## src/rtl/nios2_oci_dct_pkg.sv

```systemverilog
// Shared types and widths for the Nios II OCI DCT trace sequencer.
package nios2_oci_dct_pkg;

  localparam int unsigned DCT_ATOM_W         = 10;
  localparam int unsigned DCT_ATOMS_PER_WORD = 3;
  localparam int unsigned DCT_WORD_W         = DCT_ATOM_W * DCT_ATOMS_PER_WORD;
  localparam int unsigned DCT_CNT_W          = 2;

  typedef enum logic [2:0] {
    ST_IDLE,
    ST_PACK,
    ST_WRITE,
    ST_FLUSH,
    ST_DONE
  } dct_state_e;

endpackage

```

## src/rtl/nios2_oci_dct_ctrl_if.sv

```systemverilog
// Atom source handshake and trace-memory write port of the DCT sequencer.
interface nios2_oci_dct_ctrl_if
  import nios2_oci_dct_pkg::*;
#(
  parameter int unsigned ADDR_W = 8
);

  logic                  atom_valid;
  logic [DCT_ATOM_W-1:0] atom_data;
  logic                  atom_ready;
  logic                  tm_wr_req;
  logic [ADDR_W-1:0]     tm_wr_addr;
  logic [DCT_WORD_W-1:0] tm_wr_data;
  logic                  tm_wr_ack;

  // Trace source plus trace memory side.
  modport master (
    output atom_valid, atom_data, tm_wr_ack,
    input  atom_ready, tm_wr_req, tm_wr_addr, tm_wr_data
  );

  // Sequencer side.
  modport slave (
    input  atom_valid, atom_data, tm_wr_ack,
    output atom_ready, tm_wr_req, tm_wr_addr, tm_wr_data
  );

endinterface

```

## src/rtl/nios2_oci_dct_packer.sv

```systemverilog
// Packs trace atoms into a DCT word slot by slot; pads and clears on request.
module nios2_oci_dct_packer
  import nios2_oci_dct_pkg::*;
#(
  parameter logic [DCT_ATOM_W-1:0] PAD_ATOM = 10'h3FF
) (
  input  logic                  clk,
  input  logic                  reset_n,
  input  logic                  accept,
  input  logic                  pad,
  input  logic                  clear,
  input  logic [DCT_ATOM_W-1:0] atom,
  output logic [DCT_WORD_W-1:0] buffer,
  output logic [DCT_CNT_W-1:0]  count
);

  localparam logic [DCT_CNT_W-1:0] CNT_FULL = DCT_CNT_W'(DCT_ATOMS_PER_WORD);

  // Slot register and fill count; clear wins over pad, pad over accept.
  always_ff @(posedge clk) begin
    if (!reset_n) begin
      buffer <= '0;
      count  <= '0;
    end else if (clear) begin
      buffer <= '0;
      count  <= '0;
    end else if (pad) begin
      for (int unsigned i = 0; i < DCT_ATOMS_PER_WORD; i++) begin
        if (i >= 32'(count)) buffer[i*DCT_ATOM_W +: DCT_ATOM_W] <= PAD_ATOM;
      end
      count <= CNT_FULL;
    end else if (accept) begin
      buffer[32'(count)*DCT_ATOM_W +: DCT_ATOM_W] <= atom;
      count <= count + DCT_CNT_W'(1);
    end
  end

endmodule

```

## src/rtl/nios2_oci_dct_ctrl.sv

```systemverilog
// DCT trace sequencer: packs atoms, writes words to trace RAM, flushes on end of test.
// Optional build macro DCT_OVERFLOW_STOP_EN: stop capture instead of wrapping the address.
module nios2_oci_dct_ctrl
  import nios2_oci_dct_pkg::*;
#(
  parameter int unsigned           ADDR_W   = 8,
  parameter logic [DCT_ATOM_W-1:0] PAD_ATOM = 10'h3FF
) (
  input  logic                  clk,
  input  logic                  reset_n,
  input  logic                  trace_en,
  input  logic                  test_ending,
  nios2_oci_dct_ctrl_if.slave   bus,
  output logic [DCT_WORD_W-1:0] dct_buffer,
  output logic [3:0]            dct_count,
  output logic                  wrapped,
  output logic                  test_has_ended
);

  localparam logic [ADDR_W-1:0]    ADDR_LAST = '1;
  localparam logic [DCT_CNT_W-1:0] CNT_LAST  = DCT_CNT_W'(DCT_ATOMS_PER_WORD - 1);

  dct_state_e            state_q, state_d;
  logic [ADDR_W-1:0]     addr_q, addr_d;
  logic                  wr_req_q, wr_req_d;
  logic                  wrapped_q, wrapped_d;
  logic                  ended_q, ended_d;
  logic                  end_pend_q, end_pend_d;
  logic                  flush_q, flush_d;
  logic                  atom_ready_c, accept_c, pad_c, clear_c, ack_c, stop_c;
  logic [DCT_CNT_W-1:0]  cnt;

  nios2_oci_dct_packer #(
    .PAD_ATOM (PAD_ATOM)
  ) u_packer (
    .clk     (clk),
    .reset_n (reset_n),
    .accept  (accept_c),
    .pad     (pad_c),
    .clear   (clear_c),
    .atom    (bus.atom_data),
    .buffer  (dct_buffer),
    .count   (cnt)
  );

  assign ack_c = (state_q == ST_WRITE) && bus.tm_wr_ack;
`ifdef DCT_OVERFLOW_STOP_EN
  assign stop_c = ack_c && (addr_q == ADDR_LAST);
`else
  assign stop_c = 1'b0;
`endif

  // State register.
  always_ff @(posedge clk) begin
    if (!reset_n) state_q <= ST_IDLE;
    else          state_q <= state_d;
  end

  // Next-state decode; a pending end request pre-empts packing.
  always_comb begin
    state_d = state_q;
    case (state_q)
      ST_IDLE:  if (end_pend_q) state_d = ST_FLUSH;
                else if (trace_en) state_d = ST_PACK;
      ST_PACK:  if (end_pend_q) state_d = ST_FLUSH;
                else if (accept_c && (cnt == CNT_LAST)) state_d = ST_WRITE;
      ST_WRITE: if (bus.tm_wr_ack) begin
                  if (flush_q || stop_c) state_d = ST_DONE;
                  else if (end_pend_q)   state_d = ST_FLUSH;
                  else                   state_d = ST_PACK;
                end
      ST_FLUSH: state_d = (cnt != '0) ? ST_WRITE : ST_DONE;
      ST_DONE:  state_d = ST_DONE;
      default:  state_d = ST_IDLE;
    endcase
  end

  // Output decode: combinational handshake plus next values of registered outputs.
  always_comb begin
    atom_ready_c = 1'b0;
    atom_ready_c = (state_q == ST_PACK) && trace_en && !end_pend_q;
    accept_c     = atom_ready_c && bus.atom_valid;
    pad_c        = (state_q == ST_FLUSH) && (cnt != '0);
    clear_c      = ack_c;
    wr_req_d     = (state_d == ST_WRITE);
    ended_d      = ended_q || (state_d == ST_DONE);
    wrapped_d    = wrapped_q || (ack_c && (addr_q == ADDR_LAST));
    addr_d       = (ack_c && !stop_c) ? addr_q + ADDR_W'(1) : addr_q;
    end_pend_d   = end_pend_q || (test_ending && (state_q != ST_DONE));
    flush_d      = flush_q || pad_c;
  end

  // Address counter, request and status flags.
  always_ff @(posedge clk) begin
    if (!reset_n) begin
      addr_q     <= '0;
      wr_req_q   <= 1'b0;
      wrapped_q  <= 1'b0;
      ended_q    <= 1'b0;
      end_pend_q <= 1'b0;
      flush_q    <= 1'b0;
    end else begin
      addr_q     <= addr_d;
      wr_req_q   <= wr_req_d;
      wrapped_q  <= wrapped_d;
      ended_q    <= ended_d;
      end_pend_q <= end_pend_d;
      flush_q    <= flush_d;
    end
  end

  assign bus.atom_ready = atom_ready_c;
  assign bus.tm_wr_req  = wr_req_q;
  assign bus.tm_wr_addr = addr_q;
  assign bus.tm_wr_data = dct_buffer;
  assign dct_count      = {{(4 - DCT_CNT_W){1'b0}}, cnt};
  assign wrapped        = wrapped_q;
  assign test_has_ended = ended_q;

endmodule

```

## src/flat_wrapper.sv

```systemverilog
// flat-port wrapper written by rule: the top's interface ports become plain ports
module nios2_oci_dct_ctrl_flat import nios2_oci_dct_pkg::*;
#(
  parameter int unsigned           ADDR_W   = 8,
  parameter logic [DCT_ATOM_W-1:0] PAD_ATOM = 10'h3FF
)
  (clk, reset_n, trace_en, test_ending, dct_buffer, dct_count, wrapped, test_has_ended, bus_atom_valid, bus_atom_data, bus_tm_wr_ack, bus_atom_ready, bus_tm_wr_req, bus_tm_wr_addr, bus_tm_wr_data);
  nios2_oci_dct_ctrl_if #(.ADDR_W(ADDR_W)) bus_i ();
  input  logic clk;
  input  logic reset_n;
  input  logic trace_en;
  input  logic test_ending;
  output logic [DCT_WORD_W-1:0] dct_buffer;
  output logic [3:0] dct_count;
  output logic wrapped;
  output logic test_has_ended;
  input wire logic [$bits(bus_i.atom_valid)-1:0] bus_atom_valid;
  input wire logic [$bits(bus_i.atom_data)-1:0] bus_atom_data;
  input wire logic [$bits(bus_i.tm_wr_ack)-1:0] bus_tm_wr_ack;
  output wire logic [$bits(bus_i.atom_ready)-1:0] bus_atom_ready;
  output wire logic [$bits(bus_i.tm_wr_req)-1:0] bus_tm_wr_req;
  output wire logic [$bits(bus_i.tm_wr_addr)-1:0] bus_tm_wr_addr;
  output wire logic [$bits(bus_i.tm_wr_data)-1:0] bus_tm_wr_data;
  assign bus_i.atom_valid = bus_atom_valid;
  assign bus_i.atom_data = bus_atom_data;
  assign bus_i.tm_wr_ack = bus_tm_wr_ack;
  assign bus_atom_ready = bus_i.atom_ready;
  assign bus_tm_wr_req = bus_i.tm_wr_req;
  assign bus_tm_wr_addr = bus_i.tm_wr_addr;
  assign bus_tm_wr_data = bus_i.tm_wr_data;
  nios2_oci_dct_ctrl #(.ADDR_W(ADDR_W), .PAD_ATOM(PAD_ATOM)) u_core (.clk(clk), .reset_n(reset_n), .trace_en(trace_en), .test_ending(test_ending), .bus(bus_i), .dct_buffer(dct_buffer), .dct_count(dct_count), .wrapped(wrapped), .test_has_ended(test_has_ended));
endmodule
```

## config.mk

```make
export PLATFORM = sky130hd
export DESIGN_NAME = nios2_oci_dct_ctrl_flat
export DESIGN_NICKNAME = d
export VERILOG_FILES = /design/src/rtl/nios2_oci_dct_pkg.sv /design/src/rtl/nios2_oci_dct_ctrl_if.sv /design/src/rtl/nios2_oci_dct_packer.sv /design/src/rtl/nios2_oci_dct_ctrl.sv /design/src/flat_wrapper.sv
export SDC_FILE = /design/constraint.sdc
export NUM_CORES = 1
export LEC_CHECK = 0
export BUFFER_PORTS_ARGS = -buffer_cell sky130_fd_sc_hd__buf_2
export CORE_MARGIN = 2
export CORE_UTILIZATION = 56
export CTS_CLUSTER_DIAMETER = 150
export CTS_CLUSTER_SIZE = 24
export DETAILED_ROUTE_END_ITERATION = 8
export PLACE_DENSITY = 0.92
export REMOVE_ABC_BUFFERS = 1
export SLEW_MARGIN = 40
export SYNTH_ARGS = -nofsm -noshare
export SYNTH_HDL_FRONTEND = slang
export SYNTH_SLANG_ARGS = --single-unit
```

## constraint.sdc

```tcl
create_clock -name clk -period 7.65 [get_ports clk]
set_input_delay 1.53 -clock clk [delete_from_list [all_inputs] [get_ports clk]]
set_output_delay 1.53 -clock clk [all_outputs]
set_load 0.01 [all_outputs]
```

==> key figures <==
Cells and area
  – Fraction of layout cells with a size suffix above 1: a little over a quarter
  – Final #Nets: ~430
  – Multi-input gate area: ~0.0017 sq mm
  – Finished layout cell area: 0.00331 sq mm
  – Antenna Cells: 0
  – FF+latch area: slightly below 0.001 sq mm
  – Fillers: about 440
  – Area grow syn2layout: 11.7%

Detailed routing
  – Avg Vias per Cell: 5.90
  – Vias post-DR: 2832
  – DRT antenna net count: 0
  – Remaining DRCs: 0
  – DR iter-0 viols: roughly 310
  – DRT Wirelength: roughly 7400 microns
  – Wire per inst: approximately 15 microns
  – DR pass1 iterations: 5

Placed design
  – IO buf count: 89
  – GP Congestion: a little over 0.9
  – DP Wirelength: between 5000 and 6000 microns
  – Placement Cell Area: around 0.0032 sq mm
  – Post-Place Setup Slack: just under 4 ns

Hold path
  – Worst Hold Launch: u_core.test_has_ended
  – Hold Path Class: flop to flop
  – Min-Delay Endpoint: u_core.test_has_ended
  – Hold path cells: 1

Clock tree
  – # Post-CTS Setup Buffers: 0
  – H-tree depth: 2
  – Clk slew on worst S/H paths: 0.09 ns
  – Max Root-Sink Buffers: 2
  – Resize count post-CTS: 0
  – TritonCTS clock tree: done
  – CTS Sinks: 48
  – Num CTS Buffers: 5
  – Clk_lat worst skew: around 0.3 ns
  – Hold buffer count at CTS: 0
  – Cell chosen for the clock root: clkbuf_8

Critical path
  – Reg-to-reg setup timing slack: 4.63 ns
  – Setup CP Type: primary input to output pin
  – Largest fanout on the critical path: 3
  – Crit. End Element: output pin
  – WP data arrival: 2.01 ns
  – Reg-to-reg startpoint: u_core.u_packer.count[0]
  – Critical R2R Capture: u_core.u_packer.buffer[19]
  – Reg2Reg Depth: 8
  – Critical Path RT: about 6.1 ns
  – CP startpoint kind: primary input

Timing
  – Final Setup Violations: 0
  – RSZ-0062 raised after global routing: no
  – Max_slew headroom: a little under half
  – Hold slack final: ~0.47 ns
  – Final hold violation count: 0
  – Final slew viol count: 0
  – Setup slack after layout: 4.11 ns
  – Min Tclk post-route: 3.54 ns
  – Total Neg Setup Slack: 0 ns
  – Final Skew: between 0.005 and 0.006 ns
  – Slew of the pin with the lowest slew margin: ~0.78 ns
  – Max Clk Rate: 282 MHz
  – Period utilization: a little under half

GRT
  – Number of global-route vias before repair: roughly 2500
  – Total track usage: 24.1%
  – Global route total overflow: 0
  – Largest net degree at the start of global routing: 31
  – Antenna violations before repair: 0
  – Global-route wire length before repair: 11800 microns

Yosys
  – Synthesized flop and latch total: 48
  – Yosys warning total: 0
  – Post-synth EDFFs: 0
  – Ranking of synthesized cells by area: dfxtp_1 32%, buf_4 8.1%, mux2i_1 5.1%
  – Yosys cell types: 57
  – Post-synthesis cell count: about 360
  – Syn_area_per_cell: 8.14 sq um
  – Sequential area share after synthesis: about 32%
  – Post-synth ARST share: 0%
  – Synthesized area: 0.00296 sq mm
  – Most common cell in the netlist: dfxtp_1
  – Yosys top cell area share: 32.4%
  – Synth Flop Type: dfxtp_1
  – Area leader, netlist: dfxtp_1
  – Synth top cells by count: 48 x dfxtp_1, 32 x buf_4, 31 x nor2_1, 25 x o21ai_0, 22 x nand2_1

Status
  – Outcome: finished, final reports clean

Die
  – Std cell rows: 26
  – Number of I/O pins: 92
  – Die X: around 77 microns
  – Die ar.: about 0.0059 sq mm
  – Die Y: around 77 microns
  – Initial core utilization: approximately three fifths
  – Core Box Area: around 0.005 sq mm

Power
  – Static Leak: 1.47 nW
  – VDD IR-drop max: 0.148 mV
  – Pwr/cell area: about 160 mW/mm^2

Run
  – Max cap viols: 0
==> registers in the layout (all words and copies together) (netlist names) <==
signal and flops:
u_core.state_q 3, u_core.test_has_ended 1, u_core.u_packer.count 2, u_core.bus.tm_wr_addr 8, u_core.flush_q 1, u_core.u_packer.buffer 30, u_core.end_pend_q 1, u_core.wrapped 1
u_core.bus.tm_wr_req 1
==> report_power, final <==
| part | internal (mW) | total [mW] | switching (mW) |
|---|---|---|---|
| clock | 0.0968 | 0.185 | 0.0884 |
| combinational | 0.0285 | 0.0750 | 0.0465 |
| sequential | 0.255 | 0.263 | 0.00748 |
==> logic make-up (layout without fill, tap and decap cells) <==
family / Yosys count / after routing / share of synthesized area [%]
simple gates: 131 / 131 / 24.0
mux: 16 / 16 / 5.45
flops: 48 / 48 / 32.4
fa+ha+maj: 7 / 7 / 2.96
buf+inv: 62 / 107 / 12.5
compound gates: 93 / 93 / 20.7
other cells: 1 / 2 / 0.127
xor+xnor: 6 / 6 / 1.77
==> cell type report <==
| cell class | count | area share, % |
|---|---|---|
| Clock buffer | 5 | 2.08 |
| Clock inverter | 3 | 1.29 |
| Inverter | 7 | 0.794 |
| Multi-Input combinational cell | 255 | 50.0 |
| Sequential cell | 48 | 29.0 |
| Tap cell | 70 | 2.65 |
| Timing Repair Buffer | 92 | 14.1 |
==> stage by stage <==
stage               power (mW)  cells  utilization [%]
floorplan                0.314    310                -
global placement         0.338    472             62.2
detailed placement       0.341    472             62.5
CTS                      0.521    480             64.6
global route             0.542    480             64.8
finish                   0.523    480             64.8
==> worst max path at each step <==
stage / start / to / slack [ns] / cells after the start
floorplan: bus_tm_wr_ack / u_core.u_packer.buffer[14] / 4.22 / 4
global placement: bus_tm_wr_ack / u_core.u_packer.buffer[14] / 3.77 / 5
detailed placement: bus_tm_wr_ack / u_core.u_packer.buffer[14] / 3.95 / 5
CTS: trace_en / bus_atom_ready / 4.10 / 4
global route: trace_en / bus_atom_ready / 4.08 / 4
finish: trace_en / bus_atom_ready / 4.11 / 4
==> layout by cell type (no fill, tap or decap), types with 2 or more instances in the layout <==
cell	instances
o211ai_1	3
nor2b_1	11
nand3_1	6
conb_1	2
buf_4	3
nor2_1	31
o21a_1	6
clkbuf_8	5
xnor2_1	4
nor4_1	5
o31ai_1	2
nand3b_1	7
a22oi_1	6
nor3b_1	4
or3b_2	2
inv_1	7
o22ai_1	7
nor3_1	9
dfxtp_1	48
ha_1	5
a311oi_1	3
nand4_1	2
nand2b_1	8
ha_2	2
o21ai_0	25
nand2_1	22
xor2_1	2
o211a_1	3
mux2i_1	15
and2_1	7
buf_2	89
a31oi_1	2
a21oi_1	16
or3_1	5
o22a_1	2
a211oi_1	6
and3_1	3
==> worst max-delay path, cell delays in order <==
cell	delay [ns]
buf_2	0.09
inv_1	0.05
nor3_1	0.18
buf_2	0.16
==> per-layer routing <==
| layer | share of wire, % | track usage (%) | vias up |
|---|---|---|---|
| met4 | 0.88 | 5.64 | 0 |
| li1 | - | - | 1356 |
| met1 | 42 | 32.5 | 1304 |
| met5 | 0 | 0 | - |
| met2 | 48 | 38.9 | 160 |
| met3 | 9.1 | 6.00 | 12 |
Power figures use the tool's default switching activity.
